==> config.mk <==
export PLATFORM = sky130hd
export DESIGN_NAME = board_gen_stream_flat
export DESIGN_NICKNAME = d
export VERILOG_FILES = /design/src/rtl/board_gen_stream_if.sv /design/src/rtl/board_gen_stream.sv /design/src/flat_wrapper.sv
export SDC_FILE = /design/constraint.sdc
export NUM_CORES = 1
export LEC_CHECK = 0
export ABC_CLOCK_PERIOD_IN_PS = 13500
export CAP_MARGIN = 0
export CELL_PAD_IN_SITES_DETAIL_PLACEMENT = 2
export CELL_PAD_IN_SITES_GLOBAL_PLACEMENT = 2
export CORE_MARGIN = 1
export CORE_UTILIZATION = 34
export DETAILED_ROUTE_END_ITERATION = 12
export PLACE_DENSITY = 0.9
export SLEW_MARGIN = 20
export SYNTH_ARGS = -nofsm -noshare
export SYNTH_HDL_FRONTEND = slang
export SYNTH_SLANG_ARGS = --single-unit
==> constraint.sdc <==
create_clock -name CLOCK -period 13.5 [get_ports CLOCK]
set_input_delay 1.35 -clock CLOCK [delete_from_list [all_inputs] [get_ports CLOCK]]
set_output_delay 1.35 -clock CLOCK [all_outputs]
set_load 0.01 [all_outputs]
==> src/rtl/board_gen_stream_if.sv <==
// rtl/board_gen_stream_if.sv - cell write port from the board generator into the board RAM
interface board_gen_stream_if #(
  parameter int ADDR_W  = 10,
  parameter int COLOR_W = 3
);
  logic               WE;
  logic [ADDR_W-1:0]  WADDR;
  logic [COLOR_W-1:0] WDATA;

  modport master (output WE, WADDR, WDATA);
  modport slave  (input  WE, WADDR, WDATA);
endinterface

==> src/rtl/board_gen_stream.sv <==
// rtl/board_gen_stream.sv - LFSR Flood-It board generator streaming N x N cells to RAM
// Optional feature macro: ADJ_REJECT_EN (reroll a cell equal to its left neighbour)
module board_gen_stream #(
  parameter int          MAX_SIZE     = 26,
  parameter int          SIZE_W       = 5,
  parameter int          COLOR_W      = 3,
  parameter int          ADDR_W       = 10,
  parameter logic [15:0] DEFAULT_SEED = 16'hDAD7
) (
  input  logic                CLOCK,
  input  logic                RESET,
  input  logic                NEW_BOARD,
  input  logic [15:0]         seed,
  input  logic [SIZE_W-1:0]   SIZE,
  input  logic [3:0]          COLOR_NUM,
  board_gen_stream_if.master  wr,
  output logic                BUSY,
  output logic                READY
);

  localparam int C_W   = COLOR_W + 1;
  localparam int C_MAX = 1 << COLOR_W;

  typedef enum logic [1:0] {IDLE, STEP, WRITE, DONE} state_t;

  state_t             state_q, state_d;
  logic [15:0]        r_q, r_d;
  logic [SIZE_W-1:0]  n_q, n_d;
  logic [C_W-1:0]     c_q, c_d;
  logic [SIZE_W-1:0]  row_q, row_d;
  logic [SIZE_W-1:0]  col_q, col_d;
  logic [ADDR_W-1:0]  addr_q, addr_d;
  logic [COLOR_W-1:0] cand_q, cand_d;

  logic [SIZE_W-1:0]  n_clamp;
  logic [C_W-1:0]     c_clamp;
  logic [15:0]        r_next;
  logic [COLOR_W-1:0] cand;

`ifdef ADJ_REJECT_EN
  logic [COLOR_W-1:0] prev_q, prev_d;
  logic [2:0]         rej_q, rej_d;
  logic [C_W-1:0]     cand_inc;
  logic [COLOR_W-1:0] cand_bump;

  assign cand_inc  = {1'b0, cand} + C_W'(1);
  assign cand_bump = (cand_inc == c_q) ? '0 : cand_inc[COLOR_W-1:0];
`endif

  always_comb begin
    n_clamp = (32'(SIZE) > MAX_SIZE) ? SIZE_W'(MAX_SIZE) : SIZE;
    if (COLOR_NUM < 4'd2)
      c_clamp = C_W'(2);
    else if (32'(COLOR_NUM) > C_MAX)
      c_clamp = C_W'(C_MAX);
    else
      c_clamp = C_W'(COLOR_NUM);
  end

  // The candidate is drawn from the value the LFSR is about to take, not the current one.
  assign r_next = {r_q[14:0], r_q[15] ^ r_q[13] ^ r_q[12] ^ r_q[10]};
  assign cand   = COLOR_W'(r_next[7:0] % 8'(c_q));

  always_comb begin
    state_d = state_q;
    r_d     = r_q;
    n_d     = n_q;
    c_d     = c_q;
    row_d   = row_q;
    col_d   = col_q;
    addr_d  = addr_q;
    cand_d  = cand_q;
`ifdef ADJ_REJECT_EN
    prev_d  = prev_q;
    rej_d   = rej_q;
`endif
    case (state_q)
      IDLE: begin
        if (NEW_BOARD) begin
          n_d     = n_clamp;
          c_d     = c_clamp;
          r_d     = (seed == 16'd0) ? DEFAULT_SEED : seed;
          row_d   = '0;
          col_d   = '0;
          addr_d  = '0;
`ifdef ADJ_REJECT_EN
          rej_d   = '0;
`endif
          state_d = (n_clamp == '0) ? DONE : STEP;
        end
      end
      STEP: begin
        r_d     = r_next;
        cand_d  = cand;
        state_d = WRITE;
`ifdef ADJ_REJECT_EN
        if (col_q != '0 && cand == prev_q) begin
          if (rej_q == 3'd7) begin
            cand_d = cand_bump;
          end else begin
            rej_d   = rej_q + 3'd1;
            state_d = STEP;
          end
        end
`endif
      end
      WRITE: begin
        addr_d = addr_q + ADDR_W'(1);
`ifdef ADJ_REJECT_EN
        prev_d = cand_q;
        rej_d  = '0;
`endif
        if (col_q + SIZE_W'(1) == n_q) begin
          col_d   = '0;
          row_d   = row_q + SIZE_W'(1);
          state_d = (row_q + SIZE_W'(1) == n_q) ? DONE : STEP;
        end else begin
          col_d   = col_q + SIZE_W'(1);
          state_d = STEP;
        end
      end
      DONE: begin
        if (!NEW_BOARD) state_d = IDLE;
      end
      default: state_d = IDLE;
    endcase
  end

  always_ff @(posedge CLOCK) begin
    if (RESET) begin
      state_q <= IDLE;
      r_q     <= DEFAULT_SEED;
      n_q     <= '0;
      c_q     <= C_W'(2);
      row_q   <= '0;
      col_q   <= '0;
      addr_q  <= '0;
      cand_q  <= '0;
`ifdef ADJ_REJECT_EN
      prev_q  <= '0;
      rej_q   <= '0;
`endif
    end else begin
      state_q <= state_d;
      r_q     <= r_d;
      n_q     <= n_d;
      c_q     <= c_d;
      row_q   <= row_d;
      col_q   <= col_d;
      addr_q  <= addr_d;
      cand_q  <= cand_d;
`ifdef ADJ_REJECT_EN
      prev_q  <= prev_d;
      rej_q   <= rej_d;
`endif
    end
  end

  assign wr.WE    = (state_q == WRITE);
  assign wr.WADDR = addr_q;
  assign wr.WDATA = cand_q;
  assign BUSY     = (state_q == STEP) || (state_q == WRITE);
  assign READY    = (state_q == DONE);

endmodule

==> src/flat_wrapper.sv <==
// flat-port wrapper written by rule: the top's interface ports become plain ports
module board_gen_stream_flat 
#(
  parameter int          MAX_SIZE     = 26,
  parameter int          SIZE_W       = 5,
  parameter int          COLOR_W      = 3,
  parameter int          ADDR_W       = 10,
  parameter logic [15:0] DEFAULT_SEED = 16'hDAD7
)
  (CLOCK, RESET, NEW_BOARD, seed, SIZE, COLOR_NUM, BUSY, READY, wr_WE, wr_WADDR, wr_WDATA);
  board_gen_stream_if #(.ADDR_W(ADDR_W), .COLOR_W(COLOR_W)) wr_i ();
  input  logic CLOCK;
  input  logic RESET;
  input  logic NEW_BOARD;
  input  logic [15:0] seed;
  input  logic [SIZE_W-1:0] SIZE;
  input  logic [3:0] COLOR_NUM;
  output logic BUSY;
  output logic READY;
  output wire logic [$bits(wr_i.WE)-1:0] wr_WE;
  output wire logic [$bits(wr_i.WADDR)-1:0] wr_WADDR;
  output wire logic [$bits(wr_i.WDATA)-1:0] wr_WDATA;
  assign wr_WE = wr_i.WE;
  assign wr_WADDR = wr_i.WADDR;
  assign wr_WDATA = wr_i.WDATA;
  board_gen_stream #(.MAX_SIZE(MAX_SIZE), .SIZE_W(SIZE_W), .COLOR_W(COLOR_W), .ADDR_W(ADDR_W), .DEFAULT_SEED(DEFAULT_SEED)) u_core (.CLOCK(CLOCK), .RESET(RESET), .NEW_BOARD(NEW_BOARD), .seed(seed), .SIZE(SIZE), .COLOR_NUM(COLOR_NUM), .wr(wr_i), .BUSY(BUSY), .READY(READY));
endmodule
==> reports/qor.txt, run 1 <==
Run status -> finished clean
CP startpoint kind -> flop
Post-synth ARST share -> 0%
Synth Area in Adders -> 12.5%
CP Max Fanout -> 10
Seq cells post-synth -> 50
DRT met1 WL -> 5.64 mm
Met3 routed WL -> 308 µm
Nets -> 550
Mapped cell area -> 3670 µm²
Ratio of cells with drive above 1 in the final layout -> 4.52%
CP Data Required Time -> 13.72 ns
HPWL after detailed placement -> 10.1 mm
Most frequent cell after synthesis -> dfxtp_1
H-tree Lvls -> 2
Post-Synth Simple-Gate Area -> 20.2%
Crit path largest cell delay -> 0.55 ns
1st-iter DRT viols -> 124
Number of cell rows -> 37
Final min period -> 12.36 ns
Worst Skew -> 0.0142 ns
GR Overflow Total -> 0
WL met2 -> 6.75 mm
Largest net degree at the start of global routing -> 27
Tightest Hold Check Type -> flop to flop
First drt pass iteration count -> 4
Layout area overhead -> 17.2%
Delay-heaviest family, CP -> compound AO/OA/AOI/OAI gates
Hold_buf cts -> 0
Core area -> 10400 µm²
Die Y -> 106 µm
Total Routing Usage GR -> 24.0%
Final cycle utilization of the critical path -> 91.5%
Clk_lat worst skew -> 0.32 ns
WL final -> 13.0 mm
Final setup viols -> 0
Number of max-cap violations -> 0
Initial Util -> 35.4%
Clock Tree Buf Depth -> 2
Netlist cell types -> 57
Post-synthesis net count -> 516
I/O Pins -> 44
Average size of a mapped cell -> 8.11 µm²
WL/cell -> 20.9 µm
Post-Synth XOR/XNOR Area -> 8.84%
Top cells by count, synth -> dfxtp_1, nor2_1, nand2_1, ha_1, a21oi_1
CTS root buf -> clkbuf_8
Mux cell area share after synthesis -> 3.79%
Ant. Diodes -> 0
Slowest CP cell -> o21ai_0
Post-synth EDFFs -> 0
Area share of the largest cell type after synthesis -> 27.3%
Worst Setup End Kind -> flop
Via-to-Cell Ratio -> 5.88
Worst path buffer plus inverter count -> 1
Final RePlAce weighted congestion -> 0.836
Die area -> 11200 µm²
Most used cell, CP -> ha_1
ANT nets after route -> 0
CTS resizes -> 0
Worst Tran Pin Value -> 0.934 ns
Syn. warnings -> 0
First-pass GRT wire length -> 21.3 mm
Headroom to the max-slew limit -> 37.3%
Fillers -> 1208
Buffers on Ports -> 43
Area leader, netlist -> dfxtp_1
Clk sinks -> 50
Final Hold Fails -> 0
WS Path Type -> flop to flop
Vias in the first global route -> 4069
Max Fclk -> 0.0809 GHz
Max Used Layer -> met4
Mapped Cells -> 452
CTS tree -> done
Vias -> 3662
Clk pin slew, worst setup/hold paths -> 0.11 ns
Postcts setup bufs -> 0
Synth area leaders -> dfxtp_1, ha_1, nor2_1, xnor2_1, xor2_1
Final Max Slew Viols -> 0
Residual DRC -> 0
Antenna violations before repair -> 0
Fin Setup TNS -> 0 ns
Unrepaired setup endpoints after global routing -> no
Top FF cell, synth -> dfxtp_1
Worst EP arrival -> 12.58 ns
Largest family of logic cells by synthesized area -> compound AO/OA/AOI/OAI gates
CTS buffer count -> 5
Synth Area in Compound Gates -> 23.0%
Die Wd -> 106 µm
Post-synthesis sequential area ratio -> 27.3%
==> routing by layer <==
layer | track usage [%] | vias up
met2 | 43.7 | 88
li1 | - | 1719
met5 | 0 | -
met3 | 2.10 | 31
met1 | 29.1 | 1824
met4 | 8.93 | 0
==> worst paths after layout <==
check | endpoint | slack [ns] | cells after the start | from
max reg2reg | u_core.wr.WDATA[1] | 1.14 | 48 | u_core.c_q[0]
max | u_core.wr.WDATA[1] | 1.14 | 48 | u_core.c_q[0]
min | u_core.r_q[7] | 0.49 | 2 | u_core.r_q[7]
min reg2reg | u_core.r_q[7] | 0.49 | 2 | u_core.r_q[7]
==> cell families after synthesis <==
kind of cell | count (synthesis)
adder cells (fa/ha/maj) | 36
AND/OR/NAND/NOR | 158
flip-flops | 50
buffers and inverters | 41
AO/OA/AOI/OAI | 117
multiplexers | 13
XOR/XNOR | 37
==> cells in the final DEF, fill, tap and decap left out, types with 6 or more instances in the layout <==
cell type / n
xor2_1: 18
a21oi_1: 25
ha_1: 35
nor2_1: 48
o221ai_1: 11
clkdlybuf4s50_1: 43
a21o_1: 7
inv_1: 20
nor4_1: 6
mux2i_1: 9
xnor2_1: 19
nand2_1: 38
dfxtp_1: 50
o21a_1: 10
o21ai_0: 13
nand4_1: 6
nand3_1: 23
a211oi_1: 13
nor3_1: 17
==> cell type report <==
| cell class | instances | area (µm²) | share of cell area [%] |
|---|---|---|---|
| Clock buffer | 6 | 72.6 | 1.69 |
| Clock inverter | 2 | 17.5 | 0.408 |
| Inverter | 23 | 86.3 | 2.01 |
| Multi-Input combinational cell | 361 | 2500 | 58.3 |
| Sequential cell | 50 | 1000 | 23.3 |
| Tap cell | 136 | 170 | 3.96 |
| Timing Repair Buffer | 45 | 445 | 10.4 |
==> through the flow <==
| step | hold WS, ns | area [µm²] | cells | setup WS [ns] | util [%] |
|---|---|---|---|---|---|
| 2_1_floorplan | 0.440 | 3670 | 452 | 3.14 | - |
| 3_3_place_gp | 0.450 | 4210 | 615 | 2.23 | 40.6 |
| 5_1_grt | 0.529 | 4300 | 623 | 0.117 | 41.4 |
| 6_report | 0.492 | 4300 | 623 | 1.14 | 41.4 |
| 3_5_place_dp | 0.479 | 4210 | 615 | 1.35 | 40.6 |
| 4_1_cts | 0.494 | 4300 | 623 | 1.27 | 41.4 |
==> sequential cells by signal (all words and copies together) (netlist names) <==
register / cells
u_core.row_q: 5
u_core.n_q: 5
u_core.wr.WADDR: 10
u_core.col_q: 5
u_core.state_q: 2
u_core.c_q: 4
u_core.r_q: 16
u_core.wr.WDATA: 3
==> worst reg2reg max path: cells and delay by family, from the launching register on <==
family                   cells  cell delay, ns
adder cells (fa/ha/maj)      8            2.36
AND/OR/NAND/NOR             10            2.18
flip-flops                   1            0.36
buffers and inverters        1            0.21
multiplexers                 4            1.30
AO/OA/AOI/OAI               25            5.88
Power of run 1 is not shown: default switching activity piles up to over one toggle a cycle in this logic, so the estimate is an artifact.
==> run 2, diff against run 1 <==
CTS_CLUSTER_SIZE = 30   (was unset)
SLEW_MARGIN = unset   (was 20)
==> results of run 2 <==
Final layout, timing and power as in run 1 (identical DEF).
Power of run 2 is left out for the same reason.
==> edit, RTL diff (config.mk and constraints of run 1) <==
Add a define of `ADJ_REJECT_EN`.
--- a/src/rtl/board_gen_stream.sv
+++ b/src/rtl/board_gen_stream.sv
@@ -1,4 +1,6 @@
 // rtl/board_gen_stream.sv - LFSR Flood-It board generator streaming N x N cells to RAM
 // Optional feature macro: ADJ_REJECT_EN (reroll a cell equal to its left neighbour)
+`define ADJ_REJECT_EN
+
 module board_gen_stream #(
   parameter int          MAX_SIZE     = 26,
Behaviour: not the same (a bounded check fails within 10 cycles, from zero or initial values and one cycle with RESET high).
==> edit against run 1 <==
  * Sequential cell count is 6 higher
  * Synthesized area up 22%
  * Worst setup slack worse by 0.58 ns
  * Routed wire length is 36% higher
  * Critical path depth rose by 4
  * Highest routed layer unchanged
  * Die area rose by 22%
  * Sequential share of layout area shrank 2.0 points
  * Critical path type unchanged
  * Utilization shrank 0.080 points
  * Final area increased by 22%
Power is left out: the tool's default activity adds up to more than one toggle a clock period on the data nets, which glitch-free logic cannot reach.
==> edit: results (changes against run 1) <==
* Status: finished clean
* Adder-Cell Fraction of Synth Area at 11.3% (-1.2 points)
* Share of cells above drive strength 1 at 7.08% (+2.6 points)
* DR WL met3 at 592 µm (+92%)
* Fin Clk Skew at 0.00594 ns (-0.00827 ns)
* Vias in the first global route at 4947 (+22%)
* Synth Area in XOR/XNOR at 7.81% (-1.0 points)
* Hold EP: u_core.r_q[14]
* Max incr delay on CP at 0.42 ns (-0.13 ns)
* Met2 routed WL at 9.34 mm (+38%)
* Sequential fraction of the synthesis area at 25.0% (-2.3 points)
* Worst-path clk slew at 0.07 ns (-0.04 ns)
* Avg Synthesized Cell Area at 8.01 µm² (-1.2%)
* Post-synth top area share at 25.0% (-2.3 points)
* Commonest cells post-synth: 63 x nor2_1, 56 x dfxtp_1, 44 x nand2_1
* Vias at 4571 (+25%)
* Routability cong. at 0.899 (+7.4%)
* GRT Total Usage at 26.5% (+2.4 points)
* Layout net count at 661 (+20%)
* Compound-Gate Fraction of Synth Area at 23.5% (+0.45 points)
* Net Count, Synth at 628 (+22%)
* Critical R2R Capture: u_core.rej_q[0]
* Hold Startpoint: u_core.r_q[14]
* FF-to-FF setup slack at 0.57 ns (-0.58 ns)
* Global-route wire length before repair at 27.7 mm (+30%)
* Root Driver: clkbuf_16
* FF-to-FF path depth at 52 (+8.3%)
* Unique masters post-synth at 61 (+7.0%)
* Placed cells at 755 (+23%)
==> edit: cell count changes after synthesis, moves of 10 or more <==
| cell | before | now |
|---|---|---|
| o22ai_1 | 1 | 12 |
| nor2_1 | 48 | 63 |
| mux2i_1 | 9 | 19 |
| o221ai_1 | 11 | 0 |
| a211o_1 | 1 | 16 |
| nand3_1 | 23 | 7 |
| a21oi_1 | 25 | 40 |
==> edit: per-layer routing <==
layer  track usage [%]  vias up
met2              48.0      102
met3              3.40       25
met1              31.9     2336
li1                  -     2108
met5                 0        -
met4              9.54        0
==> edit: worst reg2reg max path: cells and delay by family (launching register included) <==
kind,cells,cell delay [ns]
AO/OA/AOI/OAI,24,5.44
XOR/XNOR,1,0.22
adder cells (fa/ha/maj),8,2.44
buffers and inverters,3,0.46
flip-flops,1,0.38
multiplexers,4,1.32
AND/OR/NAND/NOR,12,2.60
==> edit: how the worst max path moves through the flow <==
| stage | startpoint | endpoint |
|---|---|---|
| floorplan | u_core.c_q[0] | u_core.rej_q[0] |
| global placement | u_core.c_q[0] | u_core.rej_q[0] |
| detailed placement | u_core.c_q[0] | u_core.rej_q[0] |
| CTS | u_core.c_q[0] | u_core.wr.WDATA[2] |
| global route | u_core.c_q[0] | u_core.rej_q[0] |
| finish | u_core.c_q[0] | u_core.rej_q[0] |
==> edit: final cells by class <==
cell class / count / area [µm²] / area share [%]
Multi-Input combinational cell: 457 / 3210 / 61.1
Timing Repair Buffer: 49 / 475 / 9.03
Inverter: 24 / 90.1 / 1.71
Clock buffer: 6 / 139 / 2.64
Sequential cell: 56 / 1120 / 21.3
Clock inverter: 1 / 8.76 / 0.166
Tap cell: 172 / 215 / 4.09
==> edit: repair_timing <==
item                       4_1_cts  5_1_grt
pin swaps                        0        2
resized for setup                2       13
setup buffers                    1        2
setup endpoints to repair        8        8
hold buffers                     0        0
==> edit: cells by family after synthesis <==
logic type	after synthesis
compound gates	150
xor+xnor	40
flops	56
simple gates	202
mux	25
fa+ha+maj	40
buf+inv	47
==> edit: per-stage QoR <==
| stage | setup WS [ns] | setup TNS [ns] | hold slack, ns | cell area, µm² |
|---|---|---|---|---|
| after detailed placement | -0.0556 | -0.123 | 0.459 | 5050 |
| final | 0.567 | 0 | 0.480 | 5260 |
| after global routing | -0.102 | -0.238 | 0.483 | 5260 |
| after floorplan | 2.07 | 0 | 0.435 | 4490 |
| after global placement | 1.01 | 0 | 0.448 | 5050 |
| after CTS | 0.0538 | 0 | 0.477 | 5200 |
